$ cat config.mk
export PLATFORM = sky130hd
export DESIGN_NAME = bcd_to_bin_seq
export DESIGN_NICKNAME = d
export VERILOG_FILES = /design/src/rtl/bcd_to_bin_seq.sv
export SDC_FILE = /design/constraint.sdc
export NUM_CORES = 1
export LEC_CHECK = 0
export CAP_MARGIN = 10
export CORE_MARGIN = 10
export CORE_UTILIZATION = 45
export CTS_BUF_LIST = sky130_fd_sc_hd__clkbuf_4 sky130_fd_sc_hd__clkbuf_8
export DETAILED_ROUTE_END_ITERATION = 6
export PLACE_DENSITY = 0.74
export SLEW_MARGIN = 20
export SYNTH_ARGS = -nofsm -noshare
export SYNTH_HDL_FRONTEND = slang
export SYNTH_SLANG_ARGS = --single-unit
$ cat constraint.sdc
create_clock -name clk -period 1.65 [get_ports clk]
set_clock_uncertainty 0.05 [all_clocks]
set_input_delay 0.33 -clock clk [delete_from_list [all_inputs] [get_ports clk]]
set_output_delay 0.33 -clock clk [all_outputs]
set_load 0.02 [all_outputs]
$ cat src/rtl/bcd_to_bin_seq.sv
// Sequential BCD-to-binary converter (shift-right / subtract-3).
// One shift per clock; start/busy/done handshake; flags any digit above 9.
// The DONE state captures the result; done, bin_out and err appear on the
// following edge, so a back-to-back start accepted in DONE keeps the
// conversion period at BIN_W+1 cycles.
module bcd_to_bin_seq #(
  parameter int NUM_DIGITS = 4,
  parameter int BIN_W      = 14
) (
  input  logic                    clk,
  input  logic                    reset,
  input  logic                    start,
  input  logic [4*NUM_DIGITS-1:0] bcd_in,
  output logic                    busy,
  output logic                    done,
  output logic [BIN_W-1:0]        bin_out,
  output logic                    err
);

  localparam int BCD_W  = 4 * NUM_DIGITS;
  localparam int WORK_W = BCD_W + BIN_W;
  localparam int CNT_W  = $clog2(BIN_W + 1);
  localparam logic [CNT_W-1:0] LAST_CNT = CNT_W'(BIN_W - 1);

  // Largest representable BCD value, used to reject undersized BIN_W.
  function automatic logic [63:0] max_bcd_val(input int n);
    logic [63:0] r;
    r = 64'd1;
    for (int i = 0; i < n; i++) r = r * 64'd10;
    return r - 64'd1;
  endfunction

  localparam logic [63:0] MAX_VAL = max_bcd_val(NUM_DIGITS);

  generate
    if (NUM_DIGITS < 1) begin : g_bad_digits
      $error("bcd_to_bin_seq: NUM_DIGITS must be at least 1");
    end
    if (BIN_W < 64 && ((64'd1 << BIN_W) <= MAX_VAL)) begin : g_bad_width
      $error("bcd_to_bin_seq: BIN_W too narrow for NUM_DIGITS");
    end
  endgenerate

  typedef enum logic [1:0] {
    S_IDLE,
    S_SHIFT,
    S_DONE
  } state_t;

  // One conversion step: shift right, then pull every BCD field that
  // received a bit from above (>= 8) back by 3 to undo the decimal weight.
  function automatic logic [WORK_W-1:0] shift_step(input logic [WORK_W-1:0] w);
    logic [WORK_W-1:0] r;
    r = w >> 1;
    for (int i = 0; i < NUM_DIGITS; i++) begin
      if (r[BIN_W+4*i +: 4] >= 4'd8) begin
        r[BIN_W+4*i +: 4] = r[BIN_W+4*i +: 4] - 4'd3;
      end
    end
    return r;
  endfunction

  // True when any packed digit is outside 0..9.
  function automatic logic has_bad_digit(input logic [BCD_W-1:0] b);
    logic r;
    r = 1'b0;
    for (int i = 0; i < NUM_DIGITS; i++) begin
      if (b[4*i +: 4] > 4'd9) r = 1'b1;
    end
    return r;
  endfunction

  state_t             state_q, state_d;
  logic [WORK_W-1:0]  work_q,  work_d;
  logic [CNT_W-1:0]   cnt_q,   cnt_d;
  logic               bad_q,   bad_d;
  logic               busy_q,  busy_d;
  logic               done_q,  done_d;
  logic [BIN_W-1:0]   bin_q,   bin_d;
  logic               err_q,   err_d;

  // State, datapath and output registers; reset aborts any conversion.
  always_ff @(posedge clk or posedge reset) begin
    if (reset) begin
      state_q <= S_IDLE;
      work_q  <= '0;
      cnt_q   <= '0;
      bad_q   <= 1'b0;
      busy_q  <= 1'b0;
      done_q  <= 1'b0;
      bin_q   <= '0;
      err_q   <= 1'b0;
    end else begin
      state_q <= state_d;
      work_q  <= work_d;
      cnt_q   <= cnt_d;
      bad_q   <= bad_d;
      busy_q  <= busy_d;
      done_q  <= done_d;
      bin_q   <= bin_d;
      err_q   <= err_d;
    end
  end

  // Next-state logic: load on start when idle/done, shift BIN_W times.
  always_comb begin
    state_d = state_q;
    work_d  = work_q;
    cnt_d   = cnt_q;
    bad_d   = bad_q;
    busy_d  = busy_q;
    done_d  = 1'b0;
    bin_d   = bin_q;
    err_d   = err_q;
    case (state_q)
      S_IDLE, S_DONE: begin
        if (state_q == S_DONE) begin
          bin_d  = bad_q ? '0 : work_q[BIN_W-1:0];
          err_d  = bad_q;
          done_d = 1'b1;
        end
        if (start) begin
          work_d  = {bcd_in, {BIN_W{1'b0}}};
          cnt_d   = '0;
          bad_d   = has_bad_digit(bcd_in);
          busy_d  = 1'b1;
          state_d = S_SHIFT;
        end else begin
          state_d = S_IDLE;
        end
      end
      S_SHIFT: begin
        work_d = shift_step(work_q);
        cnt_d  = cnt_q + CNT_W'(1);
        if (cnt_q == LAST_CNT) begin
          busy_d  = 1'b0;
          state_d = S_DONE;
        end
      end
      default: state_d = S_IDLE;
    endcase
  end

  assign busy    = busy_q;
  assign done    = done_q;
  assign bin_out = bin_q;
  assign err     = err_q;

endmodule
[Yosys cells after proc, flatten, opt, wreduce, memory -nomap -nowiden]
Cells that the tools add are included.
Word-level totals
  flip-flop bits (word level): 54
  bits in latches: 0
  bits in writable memories: 0
  bits in read-only memories: 0
  bits of input ports: 19
  output and inout port bits: 17
  logic and storage cells: 54
  memories: 0
Cells by class
  add/subtract/negate cells: 5
  multiply operators: 0
  divide/modulo/power cells: 0
  order comparisons: 8
  equality and inequality tests: 5
  shift operators: 0
  multiplexer cells: 21
  bitwise gates (word level): 0
  reductions and logical operators: 7
Operators with widths (count)
  one-hot mux 30 bit (2 select lines): 1
  2-to-1 mux 30 bit: 1
  2-to-1 mux 4 bit: 5
  greater-than comparator 4 bit, second input constant: 4
  2-to-1 mux 14 bit: 1
  greater-or-equal comparator 4 bit, second input constant: 3
  subtractor 4 x 2 -> 4 bit, second input constant: 3
  2-to-1 mux 1 bit: 9
  one-hot mux 4 bit (2 select lines): 1
  AND reduction 2 bit: 3
  adder 4 x 1 -> 4 bit, second input constant: 1
  equality test 4 bit, second input constant: 1
  greater-or-equal comparator 3 x 4 -> 1 bit, second input constant: 1
  != test 2 bit, second input constant: 2
  one-hot mux 2 bit (2 select lines): 1
  subtractor 3 x 2 -> 4 bit, second input constant: 1
  AND reduction 3 bit: 1
  equality test 2 x 1 -> 1 bit, second input constant: 1
  equality test 2 bit, second input constant: 1
  zero test 2 bit: 1
  2-to-1 mux 2 bit: 1
  one-hot mux 1 bit (2 select lines): 1
  nonzero test 2 bit: 1
  OR reduction 2 bit: 1

[Logic depth before layout (Yosys ltp)]
Gate-level depths: netlist (run 1).
  word-level depth: 5
  depth in mapped cells: 5
  mapped depth without buffers: 5

[Worst setup path after synthesis (run 1)]
Ideal clock, no wire load.
  path type: register to register
  start: register state_q[0]
  end: register work_q[0]
  library setup time: 0.121 ns
  arrival: 1.054 ns
  required time: 1.479 ns
  setup slack: 0.425 ns
  stages on the path, launching flop included: 5
  path buffers: 2
  period minus slack after synthesis: 1.225 ns
  cells stage by stage: dfrtp_1 nor2b_1 buf_4 buf_2 a22o_1
Between the ends
  longest elaborated chain between the ends: 4
  elaborated cells on any way between the ends: 8
  those cells by class: eq/ne (3); mux (1); reduce/logical (4)
RTL lines
  from (decl): line 73  | state_t state_q, state_d;
  from (signal assigned): line 94  | state_q <= state_d;
  equality test 2 bit or zero test 2 bit (tied branches): line 115  | case (state_q)
  OR reduction 2 bit: line 115
  != test 2 bit (no line) or nonzero test 2 bit (tied branches)
  AND reduction 2 bit (no line)
  to (signal assigned): line 95  | work_q <= work_d;
  to (decl): line 74  | logic [WORK_W-1:0] work_q, work_d;
Several ways; a longest one is shown, not always the timed one.
A chain may end at the register's enable or synchronous reset.

[Worst setup path after layout (run 1)]
  start: register state_q[1]
  end: register busy_q (netlist: busy)
Between the ends
  longest elaborated chain between the ends: 4
  elaborated cells on any way between the ends: 9
  those cells by class: eq/ne (4); mux (1); reduce/logical (4)
RTL lines
  equality test 2 bit or zero test 2 bit (tied branches): line 115
  OR reduction 2 bit: line 115
  != test 2 bit (no line) or nonzero test 2 bit (tied branches)
  AND reduction 3 bit (no line)
  to (signal assigned): line 98  | busy_q <= busy_d;
  to (decl): line 77  | logic busy_q, busy_d;
Several ways; a longest one is shown, not always the timed one.

==> results of run 1 <==
==> cells in the mapped netlist <==
| library cell | count | area share |
|---|---|---|
| a21o_1 | 1 | 0.0031 |
| a221o_1 | 3 | 0.012 |
| a22o_1 | 15 | 0.054 |
| a22oi_1 | 3 | 0.0093 |
| a311oi_1 | 3 | 0.011 |
| a31oi_1 | 3 | 0.0077 |
| a41oi_1 | 1 | 0.0036 |
| buf_2 | 6 | 0.012 |
| buf_4 | 3 | 0.0093 |
| buf_6 | 1 | 0.0046 |
| clkbuf_1 | 4 | 0.0062 |
| dfrtp_1 | 54 | 0.56 |
| ha_1 | 8 | 0.041 |
| inv_1 | 9 | 0.014 |
| mux2_2 | 1 | 0.0046 |
| mux2i_1 | 2 | 0.0082 |
| nand2_1 | 34 | 0.052 |
| nand2b_1 | 17 | 0.044 |
| nand3_1 | 8 | 0.016 |
| nand4_1 | 1 | 0.0026 |
| nor2_1 | 9 | 0.014 |
| nor2_8 | 1 | 0.0082 |
| nor2b_1 | 5 | 0.013 |
| o211a_1 | 3 | 0.012 |
| o211ai_1 | 3 | 0.0093 |
| o21ai_0 | 19 | 0.039 |
| o22ai_1 | 3 | 0.0077 |
| o2bb2ai_1 | 1 | 0.0036 |
| xnor2_1 | 6 | 0.022 |
==> metrics by stage <==
stage	util	total power [mW]	instance area (µm²)
2_1_floorplan	-	3.77	2440
3_3_place_gp	0.565	4.41	2920
3_5_place_dp	0.565	4.51	2920
4_1_cts	0.584	5.33	3020
5_1_grt	0.587	5.72	3040
6_report	0.587	5.27	3040
==> logic make-up after synthesis <==
| family | count (synthesis) | share of synthesized area |
|---|---|---|
| compound gates | 58 | 0.173 |
| xor+xnor | 6 | 0.0216 |
| fa+ha+maj | 8 | 0.0411 |
| buf+inv | 23 | 0.0463 |
| flops | 54 | 0.555 |
| mux | 3 | 0.0129 |
| simple gates | 75 | 0.150 |
==> worst paths after layout <==
kind                               endpoint  slack (ns)  cells past startpoint
worst max-delay path                   busy        0.14                      4
worst min-delay path                   busy        0.38                      3
worst max register to register         busy        0.14                      4
worst min register to register  bin_out[10]        0.43                      2
max in group asynchronous       bin_out[10]        0.93                      3
min in group clk                bin_out[10]        0.43                      2
==> registers in the layout, indices dropped and copies added (netlist names) <==
| signal | cells |
|---|---|
| cnt_q | 4 |
| bin_out | 14 |
| work_q | 30 |
| state_q | 2 |
| done | 1 |
| bad_q | 1 |
| busy | 1 |
| err | 1 |
==> final cells by class <==
type                    count  area (µm²)
inverters                   9        37.5
clock buffers               6        76.3
flip-flops and latches     54        1350
well taps                  70        87.6
repair buffers             50         473
multi-input cells         150         972
clock inverters             2        37.5
fillers                   455        2140
==> worst min-delay path, cell delays in order <==
cell and delay (ns):
clkdlybuf4s50_1 0.44, clkinvlp_4 0.09, buf_12 0.25
==> power breakdown <==
part           total [mW]  internal [mW]  leakage (nW)  switching (mW)
Combinational        2.06           1.05         0.753            1.01
Sequential           2.32           1.84         0.684           0.483
Clock               0.887          0.469        0.0548           0.418
Total                5.27           3.36          1.49            1.91
==> layer usage <==
layer,GRT usage,wire [µm],vias up
met1,0.149,2270,838
met4,0.0418,57,0
met5,0,0,-
met2,0.175,2120,37
li1,-,-,875
met3,0.0424,291,6
==> timing repair <==
item,4_1_cts,5_1_grt
endpoints found under the hold margin,0,0
endpoints found under the setup margin,12,5
setup buffers,0,0
resized for setup,12,5
==> flow_metrics.py, run 1 <==
metrics = {
    "drt": {
        "wire_per_inst_um": 13.9,
        "via_count": 1756,
        "dr.first_iter.drc_count": 57,
        "drt_wl_total_um": 4750,
        "drtAntennaViolNets": 0,
        "drt_pass1_iterations": 4,
        "viasPerCell": 5.15,
        "drc": 0,
    },
    "setup_path": {
        "path_class": "reg2reg",
        "slowest_stage": "nand2b_1",
        "slowest_delay_ns": 0.42,
        "cp_top_family": "simple AND/OR/NAND/NOR gates",
        "end_kind": "flop",
        "path_buf_inv": 1,
        "r2r-start": "state_q[1]",
        "path_cells": "nand2b_1 > buf_4 > nor2_1 > nor2_1",
        "crit_fanout": 15,
        "startpoint_type": "flop",
        "cp.arrival_ns": 1.65,
        "cp_common_cell": "nor2_1",
        "worstPathRequired_ns": 1.79,
        "critPathLaunch": "state_q[1]",
    },
    "cts": {
        "cts-hold-fix-buffers": 0,
        "path_clk_slew_ns": 0.09,
        "cts-root-buf": "clkbuf_8",
        "cts_max_level": 2,
        "clock-sinks": 54,
        "cts_buffers": 5,
        "cts_tree": "done",
        "clk_latency_ns": 0.30,
        "cts_buffer_depth": 2,
    },
    "flow_run": {
        "drv_cap": 0,
    },
    "synthesis": {
        "syn_area_um2": 2430,
        "ys_seq_area_frac": 0.555,
        "syn-num-nets": 254,
        "syn_inst": 227,
        "avgSynthCellArea_um2": 10.7,
        "yosysWarnings": 0,
        "synth_seq_cells": 54,
        "yosysUniqueCellTypes": 29,
    },
    "sta": {
        "period_needed_ns": 1.51,
        "tightest_slew_ns": 0.593,
        "finalSetupTns_ns": 0,
        "fin_ws_ns": 0.140,
        "finalSetupViolCount": 0,
        "hold_viol_final": 0,
        "slew_viol_final": 0,
        "relSlewSlack": 0.604,
        "post-route-period-util": 0.915,
        "fmax_mhz": 662,
        "rsz0062_at_grt": "no",
        "holdWs_ns": 0.378,
    },
    "grt": {
        "antenna_found_initial": 0,
        "overflow": 0,
        "grt_pass1_vias": 1793,
        "track_usage": 0.116,
        "grt_pass1_wl_um": 8360,
        "grt_max_degree": 55,
    },
    "layout": {
        "layout_common_cells": "dfrtp_1, nand2_1, o21ai_0",
        "num_antenna_cells": 0,
        "area_growth_syn_to_layout_pct": 24.7,
        "drive_above_1_share": 0.0996,
        "nets": 297,
        "layout_commonest_cell": "dfrtp_1",
        "fin_cells": 341,
    },
    "place": {
        "pre_cts_ws_ns": -0.0869,
        "place_inst": 333,
        "dp_hpwl_um": 3470,
        "gp_congestion": 0.783,
        "io_buffers": 35,
    },
    "floorplanning": {
        "die_h_um": 93.5,
        "die-width_um": 93.5,
        "initial_core_util": 0.470,
        "io_pins": 36,
        "core_um2": 5170,
        "dieArea_um2": 8750,
        "placementRows": 26,
    },
    "status": {
        "status": "complete, no violations",
    },
    "hold_path": {
        "worstHoldPathType": "in2async",
    },
    "pwr": {
        "p_per_area_nw_per_um2": 1730,
        "peakVddDrop_mv": 0.733,
        "power.leakage_nw": 1.49,
    },
}
Note: power is estimated with default switching activity, not from simulation.
==> inputs of run 2 (changes only) <==
--- a/config.mk
+++ b/config.mk
@@ -8,7 +8,7 @@
 export CAP_MARGIN = 10
 export CORE_MARGIN = 10
 export CORE_UTILIZATION = 45
-export CTS_BUF_LIST = sky130_fd_sc_hd__clkbuf_4 sky130_fd_sc_hd__clkbuf_8
+export CTS_BUF_LIST = sky130_fd_sc_hd__clkbuf_4
 export DETAILED_ROUTE_END_ITERATION = 6
 export PLACE_DENSITY = 0.74
 export SLEW_MARGIN = 20
==> constraint.sdc (replaced) <==
create_clock -name clk -period 1.65 [get_ports clk]
set_clock_uncertainty 0.05 [all_clocks]
set_input_delay 0.165 -clock clk [delete_from_list [all_inputs] [get_ports clk]]
set_output_delay 0.165 -clock clk [all_outputs]
set_load 0.02 [all_outputs]
==> run 2 against run 1 <==
  * Total power down 2.9%
  * Cell count down 1.5%
  * Non-clock buffer count down 5
  * Fmax down 4.7%
  * Sequential share of layout area up 0.69 points
  * Core utilization down 0.89 points
  * Critical path type is now reg2out
  * Critical endpoint is now bin_out[3]
  * Largest cell class unchanged
  * Largest power group unchanged
==> flow_metrics.py, run 2 (synthesis results as in run 1) <==
metrics = {
    "layout": {
        "layout_commonest_cell": "dfrtp_1",
        "num_antenna_cells": 0,
        "drive_above_1_share": 0.0827,
        "largest_reg_flops": 30,
        "layout_common_cells": "dfrtp_1, nand2_1, clkdlybuf4s50_1",
        "nets": 292,
        "regMostFlops": "work_q",
        "area_growth_syn_to_layout_pct": 22.8,
    },
    "flow_run": {
        "drv_cap": 0,
    },
    "setup_path": {
        "r2r-start": "state_q[0]",
        "path_cells": "clkdlybuf4s50_1",
        "end_kind": "output port",
        "cp_top_family": "buffers and inverters",
        "slowest_delay_ns": 0.61,
        "critPathLaunch": "bin_out[3]",
        "crit_fanout": 2,
        "cp.arrival_ns": 1.37,
        "slowest_stage": "clkdlybuf4s50_1",
        "startpoint_type": "flop",
        "path_buf_inv": 1,
        "worstPathRequired_ns": 1.43,
        "path_class": "reg2out",
    },
    "pwr": {
        "power.leakage_nw": 1.43,
        "p_per_area_nw_per_um2": 1710,
        "peakVddDrop_mv": 0.730,
    },
    "floorplanning": {
        "io_pins": 36,
        "die_h_um": 93.5,
        "core_um2": 5170,
        "initial_core_util": 0.470,
        "die-width_um": 93.5,
        "placementRows": 26,
        "dieArea_um2": 8750,
    },
    "sta": {
        "holdWs_ns": 0.105,
        "slew_viol_final": 0,
        "rsz0062_at_grt": "no",
        "post-route-period-util": 0.960,
        "finalSetupViolCount": 0,
        "period_needed_ns": 1.58,
        "relSlewSlack": 0.760,
        "finalSetupTns_ns": 0,
        "tightest_slew_ns": 0.358,
        "hold_viol_final": 0,
        "fin_ws_ns": 0.0658,
        "fmax_mhz": 631,
    },
    "drt": {
        "wire_per_inst_um": 13.5,
        "via_count": 1737,
        "viasPerCell": 5.17,
        "drc": 0,
        "drtAntennaViolNets": 0,
        "dr.first_iter.drc_count": 52,
        "drt_wl_total_um": 4540,
        "drt_pass1_iterations": 6,
    },
    "hold_path": {
        "worstHoldPathType": "in2async",
    },
    "grt": {
        "overflow": 0,
        "grt_pass1_vias": 1750,
        "grt_pass1_wl_um": 7840,
        "antenna_found_initial": 0,
        "grt_max_degree": 28,
        "track_usage": 0.109,
    },
    "cts": {
        "cts_tree": "done",
        "cts-root-buf": "clkbuf_4",
        "cts_max_level": 2,
        "clk_latency_ns": 0.37,
        "cts_buffers": 5,
        "cts-hold-fix-buffers": 0,
        "clock-sinks": 54,
        "cts_buffer_depth": 2,
        "path_clk_slew_ns": 0.15,
    },
    "place": {
        "io_buffers": 35,
        "dp_hpwl_um": 3270,
        "pre_cts_ws_ns": 0.127,
        "gp_congestion": 0.770,
    },
    "status": {
        "status": "complete, no violations",
    },
}
[run 2: path summary, 6_finish.rpt]
check | endpoint | slack (ns) | depth (start not counted)
worst min-delay path | work_q[28] | 0.11 | 3
worst min register to register | cnt_q[3] | 0.43 | 1
min in group clk | work_q[19] | 0.30 | 3
max in group asynchronous | cnt_q[1] | 1.19 | 3
worst max-delay path | bin_out[3] | 0.07 | 1
worst max register to register | work_q[19] | 0.27 | 4
[run 2: what timing repair did]
action                                  CTS  global route
setup buffers                             0             0
endpoints found under the setup margin    0             5
gates resized for setup                   0             5
[run 2: cell type report]
type	count	area [µm²]
flip-flops and latches	54	1350
repair buffers	45	463
multi-input cells	150	972
fillers	470	2180
clock buffers	5	37.5
inverters	9	33.8
clock inverters	3	43.8
well taps	70	87.6
[run 2: through the flow]
step                      area [µm²]  utilization  instances  total power [mW]
after floorplan                 2430            -        227              3.77
after global placement          2900        0.560        328              4.38
after detailed placement        2900        0.560        328              4.46
after CTS                       2980        0.575        336              5.19
after global routing            2990        0.578        336              5.57
final                           2990        0.578        336              5.11
[run 2: per-layer routing]
| layer | up-vias | GRT usage | routed length (µm) |
|---|---|---|---|
| met5 | - | 0 | 0 |
| met2 | 45 | 0.171 | 1940 |
| li1 | 866 | - | - |
| met1 | 821 | 0.141 | 2260 |
| met3 | 5 | 0.0328 | 295 |
| met4 | 0 | 0.0380 | 43 |
[run 2: where the power goes]
group          internal, mW  switching [mW]
sequential             1.84           0.460
combinational          1.10           0.988
clock                 0.323           0.410
total                  3.26            1.86
==> patch 1, RTL diff (flow settings as in run 1) <==
Remove the register `done_q`: a continuous assignment takes its place, so the output `done` follows one clock earlier.
--- a/src/rtl/bcd_to_bin_seq.sv
+++ b/src/rtl/bcd_to_bin_seq.sv
@@ -89,3 +89,2 @@
       busy_q  <= 1'b0;
-      done_q  <= 1'b0;
       bin_q   <= '0;
@@ -98,3 +97,2 @@
       busy_q  <= busy_d;
-      done_q  <= done_d;
       bin_q   <= bin_d;
@@ -103,2 +101,4 @@
   end
+
+  assign done_q = done_d;
 
Formal check against the unedited RTL: no difference found for any inputs over 10 cycles, from zero or initial values and one cycle with reset high; that may be too few to reach the edited logic, so the function may still have changed.
==> patch 1 against run 1 <==
Routed wire length decreased by 4.2%; critical endpoint is now cnt_q[3]$_DFFE_PP0P_; via count decreased by 0.80%; largest power group unchanged; die area decreased by 0.81%; setup slack improved by 0.011 ns; first-iteration DRC count decreased by 16%; cell area decreased by 1.6%; sequential cell count decreased by 1; final cell count unchanged; total power decreased by 3.5%; synthesized area decreased by 1.0%; sequential share of layout area decreased by 0.092 points; count of clock-buffer cells in the layout unchanged.
==> patch 1: results (changes against run 1) <==
- Gr ovfl total: 0 (unchanged)
- Detailed placer's ending HPWL: 3.400 mm (was 3.469 mm)
- FF-to-FF Start: state_q[0]$_DFFE_PP0P_ (was state_q[1]$_DFFE_PP0P_)
- Reg area: 0.001326 mm^2 (was 0.001351 mm^2)
- Crit path capture: cnt_q[3]$_DFFE_PP0P_ (was busy$_DFFE_PP0P_)
- Pre-CTS setup slack: -0.1051 ns (was -0.08690 ns)
- Status: complete, no violations (unchanged)
- Vias: 1742 (was 1756)
- Slew @ Worst Pin: 0.4286 ns (was 0.5935 ns)
- Post-route setup slack: 0.1510 ns (was 0.1396 ns)
- Num CTS Buffers: 5 (unchanged)
- Max VDD drop: 0.7304 mV (was 0.7330 mV)
- Total track usage: 0.1132 (was 0.1162)
- RePlAce Congestion: 0.7869 (was 0.7831)
- Nonclk buf count: 51 (was 50)
- Initial DRC count: 48 (was 57)
- Area contributors post-synth: dfrtp_1 55%, a22o_1 5.5%, nand2_1 5.3% (was dfrtp_1 56%, a22o_1 5.4%, nand2_1 5.2%)
- Post-synth net total: 253 (was 254)
- First-pass GRT wire length: 8.211 mm (was 8.362 mm)
- Port bufs: 35 (unchanged)
- Post-synth top cells: 53 x dfrtp_1, 34 x nand2_1, 19 x o21ai_0 (was 54 x dfrtp_1, 34 x nand2_1, 19 x o21ai_0)
- Register area share after synthesis: 0.5506 (was 0.5553)
- Worst R2R Path Depth: 5 (was 4)
- Share of cells above drive strength 1: 0.1070 (was 0.09963)
- Avg WL per Cell: 13.34 um (was 13.92 um)
- LEAKAGE: 1.411 nW (was 1.491 nW)
- FFs & Latches: 53 (was 54)
- Signal buf overhead: 0.1576 (was 0.1558)
- Worst-path fanout max: 6 (was 15)
- FILL cells: 469 (was 455)
- Largest net degree at the start of global routing: 54 (was 55)
==> patch 1: per-layer routing <==
| layer | track usage | up-vias | routed length (um) |
|---|---|---|---|
| met5 | 0 | - | 0 |
| met4 | 0.03470 | 0 | 42 |
| li1 | - | 870 | - |
| met2 | 0.1694 | 45 | 1919 |
| met1 | 0.1503 | 822 | 2274 |
| met3 | 0.03917 | 5 | 312 |
==> patch 1: worst max-delay path, cell delays in order, from the launching register on <==
cell	delay [ns]
dfrtp_1	0.35
buf_4	0.13
nor2b_2	0.39
buf_4	0.22
nand4_1	0.12
mux2i_1	0.13
==> patch 1: timing repair <==
action,4_1_cts,5_1_grt
endpoints found under the setup margin,17,1
resized for setup,18,1
pin swaps,0,0
buffers inserted,0,0
==> patch 1: stage by stage <==
stage	util	hold slack (ns)	instances	setup TNS, ns	cell area (um^2)
after detailed placement	0.5679	0.4196	333	-0.4640	2919
after CTS	0.5818	0.3947	341	0	2990
after floorplan	-	0.3414	226	0	2412
final	0.5808	0.3770	341	0	2985
after global placement	0.5679	0.4110	333	-0.3155	2919
after global routing	0.5808	0.4160	341	0	2985
==> patch 1: logic make-up after synthesis <==
kind of cell / after synthesis / share of synthesized area
compound gates: 58 / 0.1746
xor+xnor: 6 / 0.02182
fa+ha+maj: 8 / 0.04156
buf+inv: 23 / 0.04675
flops: 53 / 0.5506
mux: 3 / 0.01299
simple gates: 75 / 0.1517
==> patch 1: report_power, final <==
part           total, mW  switching [mW]  internal [mW]  leakage [nW]
registers           2.27           0.457           1.82         0.670
clock network      0.724           0.408          0.316        0.0408
logic               2.08            1.01           1.08         0.701
total               5.08            1.87           3.21          1.41
==> patch 2, RTL diff (settings of run 1) <==
Made on the original files. The parameter `BIN_W` goes from 14 to 15.
--- a/src/rtl/bcd_to_bin_seq.sv
+++ b/src/rtl/bcd_to_bin_seq.sv
@@ -7,3 +7,3 @@
   parameter int NUM_DIGITS = 4,
-  parameter int BIN_W      = 14
+  parameter int BIN_W      = 15
 ) (
Ports: changed (resized bin_out); port bits go from 36 to 37. No check against the original RTL was run, so the function may have changed too.
==> patch 2 against run 1 <==
Cell area is 1.6% higher; fmax rose by 4.1%; synthesized cell count up 3.1%; hold slack gained 0.0044 ns; critical path type unchanged; setup slack better by 0.060 ns; largest power group unchanged; sequential power increased by 5%; non-clock buffer count shrank 1; total power up 4.6%; routed wire length is 2.5% higher; sequential cell count grew 2; synthesized area increased by 3.5%; sequential share of layout area up 0.90 points.
==> patch 2: results (changes against run 1) <==
- Status: complete, no violations (unchanged)
- Clock-pin transition on the worst setup and hold timing paths: 0.10 ns
- Avg WL per Cell: 13.98 um (was 13.92 um)
- Worst-path fanout max: 7 (was 15)
- Vias: 1806 (was 1756)
- Register area share after synthesis: 0.5564 (was 0.5553)
- Setup repair bufs after CTS: 0 (unchanged)
- First-pass GRT wire length: 8.328 mm (was 8.362 mm)
- Max VDD drop: 1.007 mV (was 0.7330 mV)
- Max_slew headroom: 0.7464 (was 0.6044)
- Avg Cell Area, Syn: 10.76 um^2 (was 10.72 um^2)
- Largest register FFs: 31 (was 30)
- LEAKAGE: 1.480 nW (was 1.491 nW)
- Sw power: 2.088 mW (was 1.907 mW)
- Root Buffer: clkbuf_8 (unchanged)
- Share of cells above drive strength 1: 0.08696 (was 0.09963)
- Top reg by flops: work_q (unchanged)
- Drt pass-1 iters: 4 (unchanged)
- Synth warnings: 0 (unchanged)
- Synth cell types: 31 (was 29)
- Post-synth top cells: 56 x dfrtp_1, 35 x nand2_1, 20 x o21ai_0 (was 54 x dfrtp_1, 34 x nand2_1, 19 x o21ai_0)
- Placed cell area: 0.003013 mm^2 (was 0.002924 mm^2)
- Initial DRC count: 51 (was 57)
- # resized after CTS: 17 (was 12)
- Num CTS Buffers: 5 (unchanged)
- CTS Buffer Depth: 2 (unchanged)
- Hold/Removal Path Class: input port to async pin (unchanged)
- Dpl cells: 340 (was 333)
- Vias/cell: 5.190 (was 5.150)
- Post-synth net total: 261 (was 254)
- Ys async rst share: 1.000 (unchanged)
- Port bufs: 36 (was 35)
- Largest net degree at the start of global routing: 57 (was 55)
- Area contributors post-synth: dfrtp_1 56%, a22o_1 5.6%, nand2_1 5.2% (was dfrtp_1 56%, a22o_1 5.4%, nand2_1 5.2%)
- Clk_lat worst skew: 0.31 ns
- Diode count: 0 (unchanged)
- H-Tree Depth: 2 (unchanged)
- RePlAce Congestion: 0.8075 (was 0.7831)
- Initial antenna violation count: 0 (unchanged)
- Detailed placer's ending HPWL: 3.628 mm (was 3.469 mm)
- Crit path DAT: 1.60 ns (was 1.65 ns)
- Total track usage: 0.1144 (was 0.1162)
- Post-synth top flop: dfrtp_1 (unchanged)
- Layout net count: 302 (was 297)
[patch 2: changes by cell type after synthesis, moves of 2 or more]
| cell | run 1 | this run |
|---|---|---|
| and2b_1 | 0 | 2 |
| buf_2 | 6 | 4 |
| buf_6 | 1 | 3 |
| dfrtp_1 | 54 | 56 |
| nor2b_1 | 5 | 3 |
[patch 2: worst paths after layout]
| kind | to | slack, ns | from | depth (start not counted) |
|---|---|---|---|---|
| max | work_q[22]$_DFFE_PP0P_ | 0.20 | state_q[0]$_DFFE_PP0P_ | 4 |
| min | bin_out[10]$_DFFE_PP0P_ | 0.38 | reset | 3 |
| max reg2reg | work_q[22]$_DFFE_PP0P_ | 0.20 | state_q[0]$_DFFE_PP0P_ | 4 |
| min reg2reg | cnt_q[3]$_DFFE_PP0P_ | 0.43 | cnt_q[3]$_DFFE_PP0P_ | 1 |
| max in group asynchronous | cnt_q[1]$_DFFE_PP0P_ | 0.93 | reset | 3 |
| min in group clk | cnt_q[3]$_DFFE_PP0P_ | 0.43 | cnt_q[3]$_DFFE_PP0P_ | 1 |
[patch 2: final cells by class]
cell class                      instances  area (um^2)
Fill cell                             508         2387
Sequential cell                        56         1401
Multi-Input combinational cell        154        988.4
Timing Repair Buffer                   49        476.7
Tap cell                               72        90.09
Clock buffer                            5        68.82
Inverter                                9        37.54
Clock inverter                          3        22.52
[patch 2: per-layer routing]
metal	GRT usage	vias to the layer above	wire, um
li1	-	897	-
met1	0.1397	859	2343
met2	0.1808	45	2113
met3	0.04600	5	345
met4	0.03741	0	61
met5	0	-	0
[patch 2: cells by family (layout without fill, tap and decap cells)]
logic type                 after synthesis  in the layout  synth area share
AOI/OAI and AO/OA                       60             60            0.1724
xor gates and xnor gates                 6              6           0.02086
adders and majority gates                8              8           0.03974
buffers and inverters                   24             66           0.05117
DFF                                     56             56            0.5564
muxes                                    3              3           0.01242
and+or+nand+nor                         77             77            0.1470
[patch 2: worst max-delay path: stages (launching register included)]
cell	delay, ns
dfrtp_1	0.43
and2b_1	0.29
buf_4	0.21
a311oi_1	0.28
nor2_1	0.08
[patch 2: stage by stage]
stage / power [mW] / setup WS, ns / TNS [ns]
floorplan: 4.112 / 0.3554 / 0
global placement: 4.815 / 0.01099 / 0
detailed placement: 4.910 / -0.01058 / -0.03962
CTS: 5.571 / 0.007121 / 0
global route: 5.964 / 0.1369 / 0
finish: 5.510 / 0.1997 / 0
[patch 2: power by group through the flow]
stage / clock [mW] / combinational, mW / sequential, mW
2_1_floorplan: 0 / 1.65 / 2.47
3_3_place_gp: 0 / 2.37 / 2.44
3_5_place_dp: 0 / 2.44 / 2.47
4_1_cts: 0.781 / 2.35 / 2.44
5_1_grt: 0.820 / 2.61 / 2.53
6_report: 0.753 / 2.32 / 2.43
